<file path="src/rtl/sdram_arbiter.sv">
// Round-robin scheduler sharing the sdram controller between a 4-word write port and an RD_BURST-word read port.
// Latency: request->ack 1 cycle, ctl_wr_clk->wr_done 1 cycle, ctl_rd_clk->rd_valid 1 cycle; one transaction in flight.
// Backpressure: level requests wait in IDLE until granted; SDRAM_ARB_TIMEOUT_EN adds a watchdog that aborts stalled waits.
module sdram_arbiter #(
    parameter int RD_BURST = 4,
    parameter int TIMEOUT  = 1023
) (
    input  logic        sclk,
    input  logic        srst_n,
    input  logic        wr_req,
    input  logic [25:0] wr_addr,
    input  logic [63:0] wr_data,
    output logic        wr_ack,
    output logic        wr_done,
    input  logic        rd_req,
    input  logic [25:0] rd_addr,
    output logic        rd_ack,
    output logic        rd_valid,
    output logic [15:0] rd_data,
    output logic        rd_done,
    output logic [25:0] ctl_addr,
    output logic [63:0] ctl_wdata,
    output logic        ctl_wr_trig,
    input  logic        ctl_wr_clk,
    output logic        ctl_rd_en,
    input  logic        ctl_rd_clk,
    input  logic [15:0] ctl_rd_data,
    output logic        err
);

    localparam logic [1:0] S_IDLE    = 2'd0;
    localparam logic [1:0] S_WR_WAIT = 2'd1;
    localparam logic [1:0] S_RD_WAIT = 2'd2;
    localparam logic       GNT_RD    = 1'b0;
    localparam logic       GNT_WR    = 1'b1;
    localparam logic [7:0] LAST_WORD = 8'(RD_BURST - 1);

    if (RD_BURST < 1 || RD_BURST > 255 || TIMEOUT < 1) begin : g_param_check
        $error("sdram_arbiter: RD_BURST must be 1..255 and TIMEOUT at least 1");
    end

    logic [1:0]  state_q, state_d;
    logic        last_grant_q, last_grant_d;
    logic [7:0]  word_cnt_q, word_cnt_d;
    logic [25:0] ctl_addr_q, ctl_addr_d;
    logic [63:0] ctl_wdata_q, ctl_wdata_d;
    logic        ctl_wr_trig_q, ctl_wr_trig_d;
    logic        ctl_rd_en_q, ctl_rd_en_d;
    logic        wr_ack_q, wr_ack_d;
    logic        wr_done_q, wr_done_d;
    logic        rd_ack_q, rd_ack_d;
    logic        rd_valid_q, rd_valid_d;
    logic        rd_done_q, rd_done_d;
    logic [15:0] rd_data_q, rd_data_d;
    logic        grant_wr, grant_rd;

`ifdef SDRAM_ARB_TIMEOUT_EN
    localparam int TW = (TIMEOUT < 2) ? 1 : $clog2(TIMEOUT);
    localparam logic [TW-1:0] TIMER_LAST = TW'(TIMEOUT - 1);
    logic [TW-1:0] timer_q, timer_d;
    logic          err_q, err_d;
    logic          expired;
    // Fires on the edge that would be the TIMEOUT-th silent cycle of a wait.
    assign expired = (timer_q == TIMER_LAST);
`endif

    // On a tie the port that did not win last time is served.
    assign grant_wr = wr_req && (!rd_req || last_grant_q == GNT_RD);
    assign grant_rd = rd_req && !grant_wr;

    always_comb begin
        state_d       = state_q;
        last_grant_d  = last_grant_q;
        word_cnt_d    = word_cnt_q;
        ctl_addr_d    = ctl_addr_q;
        ctl_wdata_d   = ctl_wdata_q;
        ctl_rd_en_d   = ctl_rd_en_q;
        rd_data_d     = rd_data_q;
        ctl_wr_trig_d = 1'b0;
        wr_ack_d      = 1'b0;
        wr_done_d     = 1'b0;
        rd_ack_d      = 1'b0;
        rd_valid_d    = 1'b0;
        rd_done_d     = 1'b0;
`ifdef SDRAM_ARB_TIMEOUT_EN
        timer_d       = timer_q;
        err_d         = 1'b0;
`endif
        case (state_q)
            S_IDLE: begin
`ifdef SDRAM_ARB_TIMEOUT_EN
                timer_d = '0;
`endif
                if (grant_wr) begin
                    ctl_addr_d    = wr_addr;
                    ctl_wdata_d   = wr_data;
                    wr_ack_d      = 1'b1;
                    ctl_wr_trig_d = 1'b1;
                    last_grant_d  = GNT_WR;
                    state_d       = S_WR_WAIT;
                end else if (grant_rd) begin
                    ctl_addr_d   = rd_addr;
                    rd_ack_d     = 1'b1;
                    ctl_rd_en_d  = 1'b1;
                    word_cnt_d   = 8'd0;
                    last_grant_d = GNT_RD;
                    state_d      = S_RD_WAIT;
                end
            end
            S_WR_WAIT: begin
                if (ctl_wr_clk) begin
                    wr_done_d = 1'b1;
                    state_d   = S_IDLE;
                end
`ifdef SDRAM_ARB_TIMEOUT_EN
                else if (expired) begin
                    err_d   = 1'b1;
                    state_d = S_IDLE;
                end else begin
                    timer_d = timer_q + 1'b1;
                end
`endif
            end
            S_RD_WAIT: begin
                if (ctl_rd_clk) begin
                    rd_data_d  = ctl_rd_data;
                    rd_valid_d = 1'b1;
                    word_cnt_d = word_cnt_q + 8'd1;
`ifdef SDRAM_ARB_TIMEOUT_EN
                    timer_d    = '0;
`endif
                    if (word_cnt_q == LAST_WORD) begin
                        rd_done_d   = 1'b1;
                        ctl_rd_en_d = 1'b0;
                        state_d     = S_IDLE;
                    end
                end
`ifdef SDRAM_ARB_TIMEOUT_EN
                else if (expired) begin
                    err_d       = 1'b1;
                    ctl_rd_en_d = 1'b0;
                    state_d     = S_IDLE;
                end else begin
                    timer_d = timer_q + 1'b1;
                end
`endif
            end
            default: begin
                state_d     = S_IDLE;
                ctl_rd_en_d = 1'b0;
            end
        endcase
    end

    always_ff @(posedge sclk or negedge srst_n) begin
        if (!srst_n) begin
            state_q       <= S_IDLE;
            last_grant_q  <= GNT_RD;
            word_cnt_q    <= 8'd0;
            ctl_addr_q    <= '0;
            ctl_wdata_q   <= '0;
            ctl_wr_trig_q <= 1'b0;
            ctl_rd_en_q   <= 1'b0;
            wr_ack_q      <= 1'b0;
            wr_done_q     <= 1'b0;
            rd_ack_q      <= 1'b0;
            rd_valid_q    <= 1'b0;
            rd_done_q     <= 1'b0;
            rd_data_q     <= '0;
        end else begin
            state_q       <= state_d;
            last_grant_q  <= last_grant_d;
            word_cnt_q    <= word_cnt_d;
            ctl_addr_q    <= ctl_addr_d;
            ctl_wdata_q   <= ctl_wdata_d;
            ctl_wr_trig_q <= ctl_wr_trig_d;
            ctl_rd_en_q   <= ctl_rd_en_d;
            wr_ack_q      <= wr_ack_d;
            wr_done_q     <= wr_done_d;
            rd_ack_q      <= rd_ack_d;
            rd_valid_q    <= rd_valid_d;
            rd_done_q     <= rd_done_d;
            rd_data_q     <= rd_data_d;
        end
    end

`ifdef SDRAM_ARB_TIMEOUT_EN
    always_ff @(posedge sclk or negedge srst_n) begin
        if (!srst_n) begin
            timer_q <= '0;
            err_q   <= 1'b0;
        end else begin
            timer_q <= timer_d;
            err_q   <= err_d;
        end
    end
    assign err = err_q;
`else
    assign err = 1'b0;
`endif

    assign wr_ack      = wr_ack_q;
    assign wr_done     = wr_done_q;
    assign rd_ack      = rd_ack_q;
    assign rd_valid    = rd_valid_q;
    assign rd_data     = rd_data_q;
    assign rd_done     = rd_done_q;
    assign ctl_addr    = ctl_addr_q;
    assign ctl_wdata   = ctl_wdata_q;
    assign ctl_wr_trig = ctl_wr_trig_q;
    assign ctl_rd_en   = ctl_rd_en_q;

endmodule

</file>
<file path="config.mk">
export PLATFORM = sky130hd
export DESIGN_NAME = sdram_arbiter
export DESIGN_NICKNAME = d
export VERILOG_FILES = /design/src/rtl/sdram_arbiter.sv
export SDC_FILE = /design/constraint.sdc
export NUM_CORES = 1
export LEC_CHECK = 0
export CAP_MARGIN = 20
export CORE_UTILIZATION = 28
export CTS_BUF_LIST = sky130_fd_sc_hd__clkbuf_16
export DETAILED_ROUTE_END_ITERATION = 10
export MAX_ROUTING_LAYER = met4
export PLACE_DENSITY_LB_ADDON = 0.12
export SLEW_MARGIN = 20
export SYNTH_ARGS = -nofsm -noshare
export SYNTH_HDL_FRONTEND = slang
export SYNTH_SLANG_ARGS = --single-unit
export TNS_END_PERCENT = 100
</file>
<file path="constraint.sdc">
create_clock -name sclk -period 2.14 [get_ports sclk]
set_input_delay 0.321 -clock sclk [delete_from_list [all_inputs] [get_ports sclk]]
set_output_delay 0.321 -clock sclk [all_outputs]
set_load 0.01 [all_outputs]
</file>
==> results of run 1 <==
==> synth_stat cells (3+ instances only) <==
| master | number |
|---|---|
| sky130_fd_sc_hd__dfrtp_1 | 123 |
| sky130_fd_sc_hd__mux2_4 | 76 |
| sky130_fd_sc_hd__nand2_1 | 54 |
| sky130_fd_sc_hd__mux2_2 | 41 |
| sky130_fd_sc_hd__buf_6 | 10 |
| sky130_fd_sc_hd__buf_2 | 6 |
| sky130_fd_sc_hd__a21oi_1 | 5 |
| sky130_fd_sc_hd__inv_1 | 4 |
| sky130_fd_sc_hd__nand3_1 | 4 |
| sky130_fd_sc_hd__nor2_1 | 4 |
| sky130_fd_sc_hd__buf_4 | 3 |
| sky130_fd_sc_hd__o21ai_0 | 3 |
| sky130_fd_sc_hd__o31ai_1 | 3 |
| sky130_fd_sc_hd__or4_1 | 3 |
==> per-layer routing <==
| layer | global-route usage | wire [um] |
|---|---|---|
| met1 | 0.159 | 5540 |
| met2 | 0.252 | 7160 |
| met3 | 0.0435 | 835 |
| met4 | 0.0669 | 308 |
| met5 | - | 0 |
==> per-stage QoR <==
step / hold slack (ps) / instance area (um^2)
after detailed placement: 466 / 8180
after global routing: 55.6 / 8750
after global placement: 462 / 8180
after CTS: 41.7 / 8750
final: -27.8 / 8750
after floorplan: 25.4 / 5390
==> worst min path at each step <==
stage	cells after the start	slack, ps	endpoint	startpoint
2_1_floorplan	0	30	ctl_addr[0]$_DFFE_PN0P_	srst_n
3_3_place_gp	2	460	rd_data[2]$_DFFE_PN0P_	rd_data[2]$_DFFE_PN0P_
3_5_place_dp	2	470	rd_data[6]$_DFFE_PN0P_	rd_data[6]$_DFFE_PN0P_
4_1_cts	2	40	rd_data[11]$_DFFE_PN0P_	srst_n
5_1_grt	2	60	rd_data[11]$_DFFE_PN0P_	srst_n
6_report	2	-30	rd_data[11]$_DFFE_PN0P_	srst_n
==> state kept, by name (all words and copies together), names as in the netlist <==
register	cells
wr_done	1
word_cnt_q	8
ctl_rd_en	1
rd_valid	1
state_q	2
ctl_wdata	64
wr_ack	1
rd_data	16
rd_ack	1
rd_done	1
ctl_addr	26
last_grant_q	1
==> cells by family (layout without fill, tap and decap cells) <==
group,Yosys count,in the layout,synth area share
AO/OA/AOI/OAI,18,18,0.0220
XOR/XNOR,1,1,0.00162
flip-flops,123,123,0.571
buffers and inverters,25,298,0.0348
AND/OR/NAND/NOR,80,80,0.0703
other,1,1,0.000696
multiplexers,117,117,0.297
adder cells (fa/ha/maj),1,1,0.00232
==> area by class of cell <==
| cell class | instances | area share |
|---|---|---|
| Clock inverter | 14 | 0.0170 |
| Timing Repair Buffer | 263 | 0.304 |
| Multi-Input combinational cell | 218 | 0.244 |
| Inverter | 4 | 0.00172 |
| Clock buffer | 17 | 0.0486 |
| Tap cell | 234 | 0.0334 |
| Sequential cell | 123 | 0.352 |
==> power by group through the flow <==
stage | Clock, mW | Sequential [mW] | Combinational [mW]
floorplan | 0 | 4.53 | 2.45
global placement | 0 | 4.09 | 5.75
detailed placement | 0 | 4.10 | 5.82
CTS | 2.88 | 4.09 | 5.84
global route | 2.97 | 4.23 | 6.11
finish | 2.78 | 4.08 | 5.74
==> out/qor.log, run 1 <==
qor: timing.slew_headroom 0.518
qor: setup_path.ws_path_type reg -> out
qor: final_layout.regArea 0.00308 mm^2
qor: timing.hold_viol 11
qor: pwr.power.share.combinational 0.456
qor: routing.drc_errors 0
qor: global_routing.grt-ovfl-total 0
qor: global_routing.grt_max_degree 124
qor: synthesis.post_synth_main_area_contributors sky130_fd_sc_hd__dfrtp_1 (57%), sky130_fd_sc_hd__mux2_4 (21%), sky130_fd_sc_hd__mux2_2 (8.6%), sky130_fd_sc_hd__nand2_1 (3.8%), sky130_fd_sc_hd__buf_6 (2.1%)
qor: setup_path.critical_path.reg2reg.endpoint ctl_addr[0]$_DFFE_PN0P_
qor: synthesis.synth.avg_cell_area 14.7 um^2
qor: pwr.design_power_total 12.6 mW
qor: placement.dp_cells 842
qor: setup_path.critical_path.cell_chain clkdlybuf4s50_1
qor: global_routing.first_global_vias 4057
qor: global_routing.first_pass_grt_wire_length 21600 um
qor: synthesis.yosysSeqAreaShare 0.571
qor: synthesis.yosysTopAreaCellShare 0.571
qor: routing.finalWirelength 13800 um
qor: final_layout.share_of_the_core_filled_with_cells 0.466
qor: cts.clock_path_buffers 2
qor: timing.min_period 1690 ps
qor: pwr.power.share.sequential 0.324
qor: final_layout.layout_commonest_cell sky130_fd_sc_hd__clkdlybuf4s50_1
qor: pwr.irDropWorstVdd 0.588 mV
qor: pwr.p_int 8.85 mW
qor: final_layout.layout-area-overhead-vs-synth 62.4%
qor: floorplan.std_cell_rows 50
qor: routing.num_vias 3835
qor: synthesis.netlist_instances 366
qor: setup_path.timing.rr.start last_grant_q$_DFFE_PN0P_
qor: setup_path.worst_path_max_delay_cell sky130_fd_sc_hd__clkdlybuf4s50_1
qor: setup_path.timing.critical_path.to ctl_wdata[40]
qor: timing.final.setup_skew 11.5 ps
qor: floorplan.die_width 141 um
qor: placement.dpl.hpwl 9940 um
qor: setup_path.critPathCaptureType output port
qor: synthesis.synth-async-reset-ratio 1.00
qor: routing.drtIter0Drc 178
qor: routing.vias_per_cell 4.39
qor: pwr.netSwitchingPower 3.75 mW
qor: synthesis.synth.distinct_cells 35
qor: setup_path.worst_r2r_path_depth 4
qor: outcome.outcome finished, violations left
qor: final_layout.filler_cell_count 1709
qor: timing.setup_slack 455 ps
qor: cts.cts.root.buffer_cell sky130_fd_sc_hd__clkbuf_16
qor: outcome.failed_checks negative hold slack
qor: final_layout.drive_gt1_frac 0.260
qor: setup_path.setup.reg_to_reg.worst_slack 530 ps
qor: timing.peak_freq 0.593 GHz
qor: routing.drt_pass1_iterations 4
qor: timing.slew_viol_final 0
qor: placement.place.port_buffers 250
qor: timing.worst-slew-pin-transition 723 ps
qor: synthesis.synth.yosys.warnings 0
qor: floorplan.floorplan.initialDensity 0.287
qor: setup_path.worst_path_largest_cell_delay 610 ps
qor: placement.worst_case_setup_slack_after_placement 60.1 ps
qor: setup_path.levels_on_crit_path 1
qor: setup_path.worst_path_dominant_cell_family buffers and inverters
qor: floorplan.die_height 141 um
qor: setup_path.worst-endpoint-arrival 1360 ps
qor: floorplan.io_pins 252
qor: timing.fin_tns_setup 0 ps
qor: final_layout.multi_input_comb_area 0.00213 mm^2
qor: setup_path.critPathRequiredTime 1820 ps
qor: final_layout.most-common-layout-cells sky130_fd_sc_hd__clkdlybuf4s50_1 (249), sky130_fd_sc_hd__dfrtp_1 (123), sky130_fd_sc_hd__mux2_4 (76)
qor: final_layout.fin_cells 873
qor: run.max_cap_viol_count 0
qor: routing.detail_route.wl_per_cell 15.9 um
qor: synthesis.synth-seq-cells 123
qor: floorplan.core_area 0.0188 mm^2
qor: routing.antenna_left 0
qor: synthesis.syn_area 0.00539 mm^2
qor: cts.tritoncts_clock_tree built
qor: cts.cts_setup_buffers 0
qor: min_path.kind_of_path_behind_the_tightest_hold_check in -> async
qor: synthesis.synth.net_count 505
qor: setup_path.setup.worst_path.start ctl_wdata[40]$_DFFE_PN0P_
qor: timing.setup_viol 0
qor: global_routing.initial_antenna_violation_count 0
qor: cts.clock_latency 410 ps
qor: synthesis.post-synth-top-area-cell sky130_fd_sc_hd__dfrtp_1
qor: cts.tritoncts.num_buffers 17
qor: pwr.clkPwrFrac 0.221
qor: synthesis.synth-edff-count 0
qor: pwr.p_leak 3.92 nW
qor: cts.postCtsResizedCells 0
qor: cts.ctsHtreeMaxLevel 4
qor: cts.holdBufCountCts 0
qor: global_routing.grtUsageTotal 0.148
qor: setup_path.start_kind register
qor: cts.clkSinkCount 123
qor: setup_path.crit_path_max_fanout 2
qor: timing.holdWs -27.8 ps
qor: pwr.power_density_cells 1440 mW/mm^2
qor: floorplan.floorplan_die_area 0.0198 mm^2
qor: final_layout.layout.nets 766
qor: timing.timing.final.crit_share 0.788
qor: pwr.swShare 0.298
qor: setup_path.critical_path_buf_inv_count 1
qor: final_layout.n_antenna_cell 0
qor: timing.rsz0062_at_grt no
qor: cts.clkTransAtPathRegs 60 ps
qor: synthesis.synth_ff_type sky130_fd_sc_hd__dfrtp_1
qor: placement.gp_routability_congestion 0.744
Note: power is estimated with default switching activity, not from simulation.
==> inputs of run 2 (changes only) <==
clock period = 1.35 ns   (was 2.14 ns; I/O delays follow)
==> out/qor.log, run 2 (synthesis results as in run 1) <==
qor: outcome.outcome finished, violations left
qor: outcome.failed_checks negative setup slack
qor: global_routing.grt-ovfl-total 0 [unchanged]
qor: cts.clkSinkCount 123 [unchanged]
qor: pwr.irDropWorstVdd 0.935 mV [+59%]
qor: setup_path.worst_path_max_delay_cell sky130_fd_sc_hd__dfrtp_1
qor: routing.drc_errors 0 [unchanged]
qor: setup_path.critical_path.reg2reg.endpoint ctl_addr[2]$_DFFE_PN0P_
qor: placement.worst_case_setup_slack_after_placement -538 ps [-598 ps]
qor: timing.fin_tns_setup -14210 ps [-14210 ps]
qor: floorplan.die_width 141 um [unchanged]
qor: global_routing.first_global_vias 4347 [+7.1%]
qor: final_layout.layout-area-overhead-vs-synth 66.7%
qor: routing.detail_route.wl_per_cell 16.2 um [+2.3%]
qor: final_layout.drive_gt1_frac 0.306 [+0.0459]
qor: timing.setup_slack -204 ps [-658 ps]
qor: global_routing.first_pass_grt_wire_length 23400 um [+8.5%]
qor: placement.dpl.hpwl 10800 um [+8.8%]
qor: setup_path.timing.rr.start last_grant_q$_DFFE_PN0P_
qor: final_layout.layout.nets 790 [+3.1%]
qor: setup_path.setup.reg_to_reg.worst_slack -200 ps [-730 ps]
qor: setup_path.ws_path_type reg -> reg
qor: routing.antenna_left 0 [unchanged]
qor: floorplan.core_area 0.0188 mm^2 [unchanged]
qor: routing.drtIter0Drc 121 [-32%]
qor: global_routing.grt_max_degree 37 [-70%]
qor: floorplan.io_pins 252 [unchanged]
qor: cts.ctsHtreeMaxLevel 4 [unchanged]
qor: cts.cts.root.buffer_cell sky130_fd_sc_hd__clkbuf_16
qor: setup_path.most_used_cell_along_the_critical_path sky130_fd_sc_hd__mux2_2
qor: cts.clock_latency 410 ps [about the same]
qor: timing.min_period 1550 ps
qor: floorplan.floorplan.initialDensity 0.287 [unchanged]
qor: timing.timing.final.crit_share 1.15
qor: routing.vias_per_cell 4.39 [about the same]
qor: placement.place.port_buffers 250 [unchanged]
qor: setup_path.critPathCaptureType register
qor: floorplan.floorplan_die_area 0.0198 mm^2 [unchanged]
qor: timing.rsz0062_at_grt yes
qor: cts.clock_path_buffers 2 [unchanged]
qor: timing.final.setup_skew 7.56 ps [-3.93 ps]
qor: timing.peak_freq 0.644 GHz
qor: cts.clkTransAtPathRegs 60 ps [about the same]
qor: routing.drt_pass1_iterations 4 [unchanged]
qor: setup_path.critPathRequiredTime 1640 ps [-180 ps]
qor: timing.slew_viol_final 0 [unchanged]
qor: final_layout.share_of_the_core_filled_with_cells 0.479 [+0.0123]
qor: pwr.p_leak 4.27 nW [+9.1%]
qor: run.max_cap_viol_count 0 [unchanged]
qor: cts.tritoncts_clock_tree built
qor: setup_path.start_kind register
qor: final_layout.most-common-layout-cells sky130_fd_sc_hd__clkdlybuf4s50_1 (136), sky130_fd_sc_hd__dfrtp_1 (121), sky130_fd_sc_hd__dlygate4sd2_1 (108)
qor: pwr.power_density_cells 2190 mW/mm^2 [+52%]
qor: setup_path.critical_path.cell_chain a21boi_4 > buf_12 > mux2_2 > mux2_2
qor: floorplan.std_cell_rows 50 [unchanged]
qor: setup_path.worst_path_largest_cell_delay 410 ps [-200 ps]
qor: routing.num_vias 3950 [+3.0%]
qor: global_routing.initial_antenna_violation_count 1 [+1]
qor: floorplan.die_height 141 um [unchanged]
qor: global_routing.grtUsageTotal 0.160 [+0.0120]
qor: placement.gp_routability_congestion 0.785 [+5.5%]
qor: final_layout.layout_commonest_cell sky130_fd_sc_hd__clkdlybuf4s50_1
qor: setup_path.worst-endpoint-arrival 1850 ps [+490 ps]
qor: cts.tritoncts.num_buffers 17 [unchanged]
qor: setup_path.worst_r2r_path_depth 4 [unchanged]
qor: timing.setup_viol 93 [+93]
qor: routing.finalWirelength 14600 um [+5.4%]
qor: timing.hold_viol 0 [-11]
qor: min_path.kind_of_path_behind_the_tightest_hold_check in -> async
qor: final_layout.largest_reg_flops 64 [unchanged]
qor: setup_path.crit_path_max_fanout 23 [+21]
qor: timing.holdWs 241 ps [+269 ps]
run 2: changes by cell type in the layout (fill, tap and decap cells not counted), sizes merged:
cell	before	now
clkdlybuf4s50	249	136
bufinv	2	4
diode	0	1
clkdlybuf4s15	0	5
clkinvlp	3	2
buf	14	37
dlygate4sd3	0	1
dlygate4sd2	0	108
run 2: critical path: cells and delay by family, from the launching register on:
family | cells | cell delay (ps)
AO/OA/AOI/OAI | 1 | 180
buffers and inverters | 1 | 220
multiplexers | 2 | 610
flip-flops | 1 | 410
run 2: where the power goes:
part | switching [mW] | internal (mW)
combinational | 3.46 | 5.02
clock | 1.72 | 3.09
sequential | 0.914 | 5.46
run 2: metal layers:
layer  global-route usage  part of all wire  vias to the layer above  wire [um]
li1                     -                 -                     1845          -
met1                0.189              0.43                     1930       6270
met2                0.253              0.49                      157       7100
met3               0.0560             0.067                       18        982
met4               0.0549             0.016                        0        240
met5                    -                 0                        -          0
run 2: worst max-delay path by stage:
stage / startpoint / end / slack [ps] / depth (start not counted)
detailed placement: rd_req / ctl_wdata[55]$_DFFE_PN0P_ / -540 / 6
global placement: wr_req / ctl_addr[1]$_DFFE_PN0P_ / -500 / 5
CTS: last_grant_q$_DFFE_PN0P_ / ctl_addr[2]$_DFFE_PN0P_ / -220 / 4
global route: last_grant_q$_DFFE_PN0P_ / ctl_addr[2]$_DFFE_PN0P_ / -260 / 4
floorplan: last_grant_q$_DFFE_PN0P_ / ctl_addr[10]$_DFFE_PN0P_ / -130 / 5
finish: last_grant_q$_DFFE_PN0P_ / ctl_addr[2]$_DFFE_PN0P_ / -200 / 4
run 2: area by class of cell:
| type | count | area [um^2] |
|---|---|---|
| Inverter | 4 | 20.0 |
| Clock buffer | 17 | 425 |
| Sequential cell | 123 | 3080 |
| Timing Repair Buffer | 287 | 2760 |
| Multi-Input combinational cell | 218 | 2210 |
| Clock inverter | 15 | 198 |
| Antenna cell | 1 | 2.50 |
| Tap cell | 234 | 293 |
| Fill cell | 1693 | 9780 |
run 2: timing repair:
action	CTS	global route
hold endpoints to repair	16	0
hold buffers	1	0
setup buffers	4	1
pin swaps	8	7
setup endpoints to repair	208	121
resized for setup	119	25
run 2: through the flow:
step | area, um^2 | power (mW) | cells
floorplan | 5430 | 11.2 | 366
global placement | 8350 | 15.8 | 861
detailed placement | 8350 | 16.0 | 861
CTS | 8890 | 19.8 | 898
global route | 8990 | 20.9 | 899
finish | 8990 | 19.7 | 899
==> inputs of run 3 (changes only) <==
CTS_BUF_LIST = default   (was sky130_fd_sc_hd__clkbuf_16)
SLEW_MARGIN = default   (was 20)
==> out/qor.log, run 3 (synthesis results as in run 1) <==
qor: pwr.netSwitchingPower 6.12 mW [+0.36%]
qor: floorplan.floorplan_die_area 0.0198 mm^2 [unchanged]
qor: placement.gp_routability_congestion 0.785 [unchanged]
qor: floorplan.die_height 141 um [unchanged]
qor: final_layout.regArea 0.00308 mm^2 [unchanged]
qor: pwr.power_density_cells 2190 mW/mm^2 [+0.30%]
qor: pwr.p_leak 4.29 nW [+0.47%]
qor: final_layout.drive_gt1_frac 0.309 [+0.00359]
qor: routing.antenna_left 0 [unchanged]
qor: setup_path.worst_path_max_delay_cell sky130_fd_sc_hd__dfrtp_1
qor: global_routing.first_global_vias 4359 [+0.28%]
qor: placement.place.port_buffers 250 [unchanged]
qor: timing.setup_viol 92 [-1.1%]
qor: placement.worst_case_setup_slack_after_placement -538 ps [unchanged]
qor: outcome.failed_checks negative setup slack
qor: timing.peak_freq 0.643 GHz [about the same]
qor: cts.clkSinkCount 123 [unchanged]
qor: timing.timing.final.crit_share 1.15 [about the same]
qor: pwr.irDropWorstVdd 0.931 mV [-0.41%]
qor: timing.setup_slack -204 ps [-0.141 ps]
qor: routing.drtIter0Drc 120 [-0.83%]
qor: final_layout.layout.nets 792 [+0.25%]
qor: final_layout.share_of_the_core_filled_with_cells 0.480 [+0.00133]
qor: floorplan.io_pins 252 [unchanged]
qor: final_layout.multi_input_comb_area 0.00221 mm^2 [+0.11%]
qor: min_path.kind_of_path_behind_the_tightest_hold_check in -> async
qor: floorplan.core_area 0.0188 mm^2 [unchanged]
qor: final_layout.layout_commonest_cell sky130_fd_sc_hd__clkdlybuf4s50_1
qor: routing.drc_errors 0 [unchanged]
qor: timing.final.setup_skew 8.02 ps [+0.466 ps]
qor: final_layout.filler_cell_count 1695 [+0.12%]
qor: final_layout.layout-area-overhead-vs-synth 67.1%
qor: final_layout.largest_reg_flops 64 [unchanged]
qor: run.max_cap_viol_count 0 [unchanged]
qor: setup_path.worst-endpoint-arrival 1850 ps [about the same]
qor: placement.detailed_place.area 0.00835 mm^2 [unchanged]
qor: timing.fin_tns_setup -14210 ps [-5.30 ps]
qor: setup_path.critPathRequiredTime 1640 ps [about the same]
qor: timing.holdWs 240 ps [-0.405 ps]
qor: pwr.design_power_total 19.8 mW [+0.58%]
qor: setup_path.crit_path_max_fanout 23 [unchanged]
qor: final_layout.fin_cells 901 [+0.22%]
qor: timing.rsz0062_at_grt yes
qor: timing.min_period 1550 ps [+0.141 ps]
qor: global_routing.first_pass_grt_wire_length 23500 um [+0.32%]
qor: final_layout.most-common-layout-cells sky130_fd_sc_hd__clkdlybuf4s50_1 (136), sky130_fd_sc_hd__dfrtp_1 (121), sky130_fd_sc_hd__dlygate4sd2_1 (108)
qor: cts.tritoncts.num_buffers 17 [unchanged]
qor: setup_path.ws_path_type reg -> reg
qor: global_routing.grt_max_degree 37 [unchanged]
qor: pwr.p_int 13.7 mW [+0.68%]
qor: timing.hold_viol 0 [unchanged]
qor: setup_path.worst_path_dominant_cell_family multiplexers
qor: setup_path.start_kind register
qor: cts.clock_latency 410 ps [about the same]
qor: floorplan.die_width 141 um [unchanged]
qor: setup_path.critical_path.cell_chain a21boi_4 > buf_12 > mux2_2 > mux2_2
qor: pwr.swShare 0.310 [-0.000671]
qor: routing.vias_per_cell 4.40 [about the same]
qor: pwr.power.share.combinational 0.431 [about the same]
qor: global_routing.initial_antenna_violation_count 1 [unchanged]
qor: outcome.outcome finished, violations left
qor: cts.clkTransAtPathRegs 60 ps [about the same]
qor: routing.drt_pass1_iterations 4 [unchanged]
qor: setup_path.worst_path_largest_cell_delay 410 ps [about the same]
qor: routing.num_vias 3960 [+0.25%]
qor: global_routing.grtUsageTotal 0.161 [+0.000597]
qor: final_layout.final_design_area_no_fill 0.00901 mm^2 [+0.28%]
qor: timing.slew_viol_final 0 [unchanged]
qor: floorplan.std_cell_rows 50 [unchanged]
qor: cts.cts.root.buffer_cell sky130_fd_sc_hd__clkbuf_16
qor: routing.detail_route.wl_per_cell 16.3 um [+0.67%]
qor: placement.dp_cells 861 [unchanged]
qor: floorplan.floorplan.initialDensity 0.287 [unchanged]
qor: cts.tritoncts_clock_tree built
qor: cts.ctsHtreeMaxLevel 4 [unchanged]
qor: setup_path.critPathCaptureType register
qor: global_routing.grt-ovfl-total 0 [unchanged]
qor: placement.dpl.hpwl 10800 um [unchanged]
qor: routing.finalWirelength 14700 um [+0.89%]
qor: pwr.power.share.sequential 0.322 [-0.002]
qor: setup_path.most_used_cell_along_the_critical_path sky130_fd_sc_hd__mux2_2
qor: pwr.clkPwrFrac 0.247 [+0.002]
qor: setup_path.critical_path_buf_inv_count 1 [unchanged]
qor: cts.clock_path_buffers 2 [unchanged]
[run 3: worst paths after layout]
path	start	cells after the start	end	slack, ps
min in group sclk	ctl_rd_data[8]	3	rd_data[8]$_DFFE_PN0P_	310
worst min register to register	rd_data[12]$_DFFE_PN0P_	2	rd_data[12]$_DFFE_PN0P_	470
worst max register to register	last_grant_q$_DFFE_PN0P_	4	ctl_addr[2]$_DFFE_PN0P_	-200
worst max-delay path	last_grant_q$_DFFE_PN0P_	4	ctl_addr[2]$_DFFE_PN0P_	-200
max in group asynchronous	srst_n	3	ctl_wdata[20]$_DFFE_PN0P_	530
worst min-delay path	srst_n	2	ctl_addr[12]$_DFFE_PN0P_	240
[run 3: worst reg2reg max path, stage by stage (launching register included)]
cell	delay, ps
sky130_fd_sc_hd__dfrtp_1	410
sky130_fd_sc_hd__a21boi_4	180
sky130_fd_sc_hd__buf_12	220
sky130_fd_sc_hd__mux2_2	370
sky130_fd_sc_hd__mux2_2	260
[run 3: layout make-up]
class | instances | share of cell area
inverter | 4 | 0.00194
clock inverter | 14 | 0.0215
antenna | 1 | 0.000278
tap | 234 | 0.0325
timing repair buffer | 289 | 0.308
clock buffer | 18 | 0.0487
sequential | 123 | 0.342
multi-input combinational | 218 | 0.245
[run 3: what timing repair did]
action	4_1_cts	5_1_grt
gates resized for setup	120	25
setup buffers	4	3
pin swaps	8	7
gates cloned	0	0
endpoints found under the setup margin	208	119
hold buffers	1	0
endpoints found under the hold margin	16	0
[run 3: metal layers]
layer	global-route usage	part of all wire
met5	-	0
met4	0.0549	0.017
met3	0.0560	0.067
met2	0.256	0.49
met1	0.188	0.43
[run 3: power by group through the flow]
stage / clock, mW / sequential (mW) / combinational, mW
floorplan: 0 / 7.19 / 3.98
global placement: 0 / 6.43 / 9.41
detailed placement: 0 / 6.47 / 9.52
CTS: 5.04 / 6.38 / 8.49
global route: 5.22 / 6.63 / 9.15
finish: 4.88 / 6.37 / 8.52
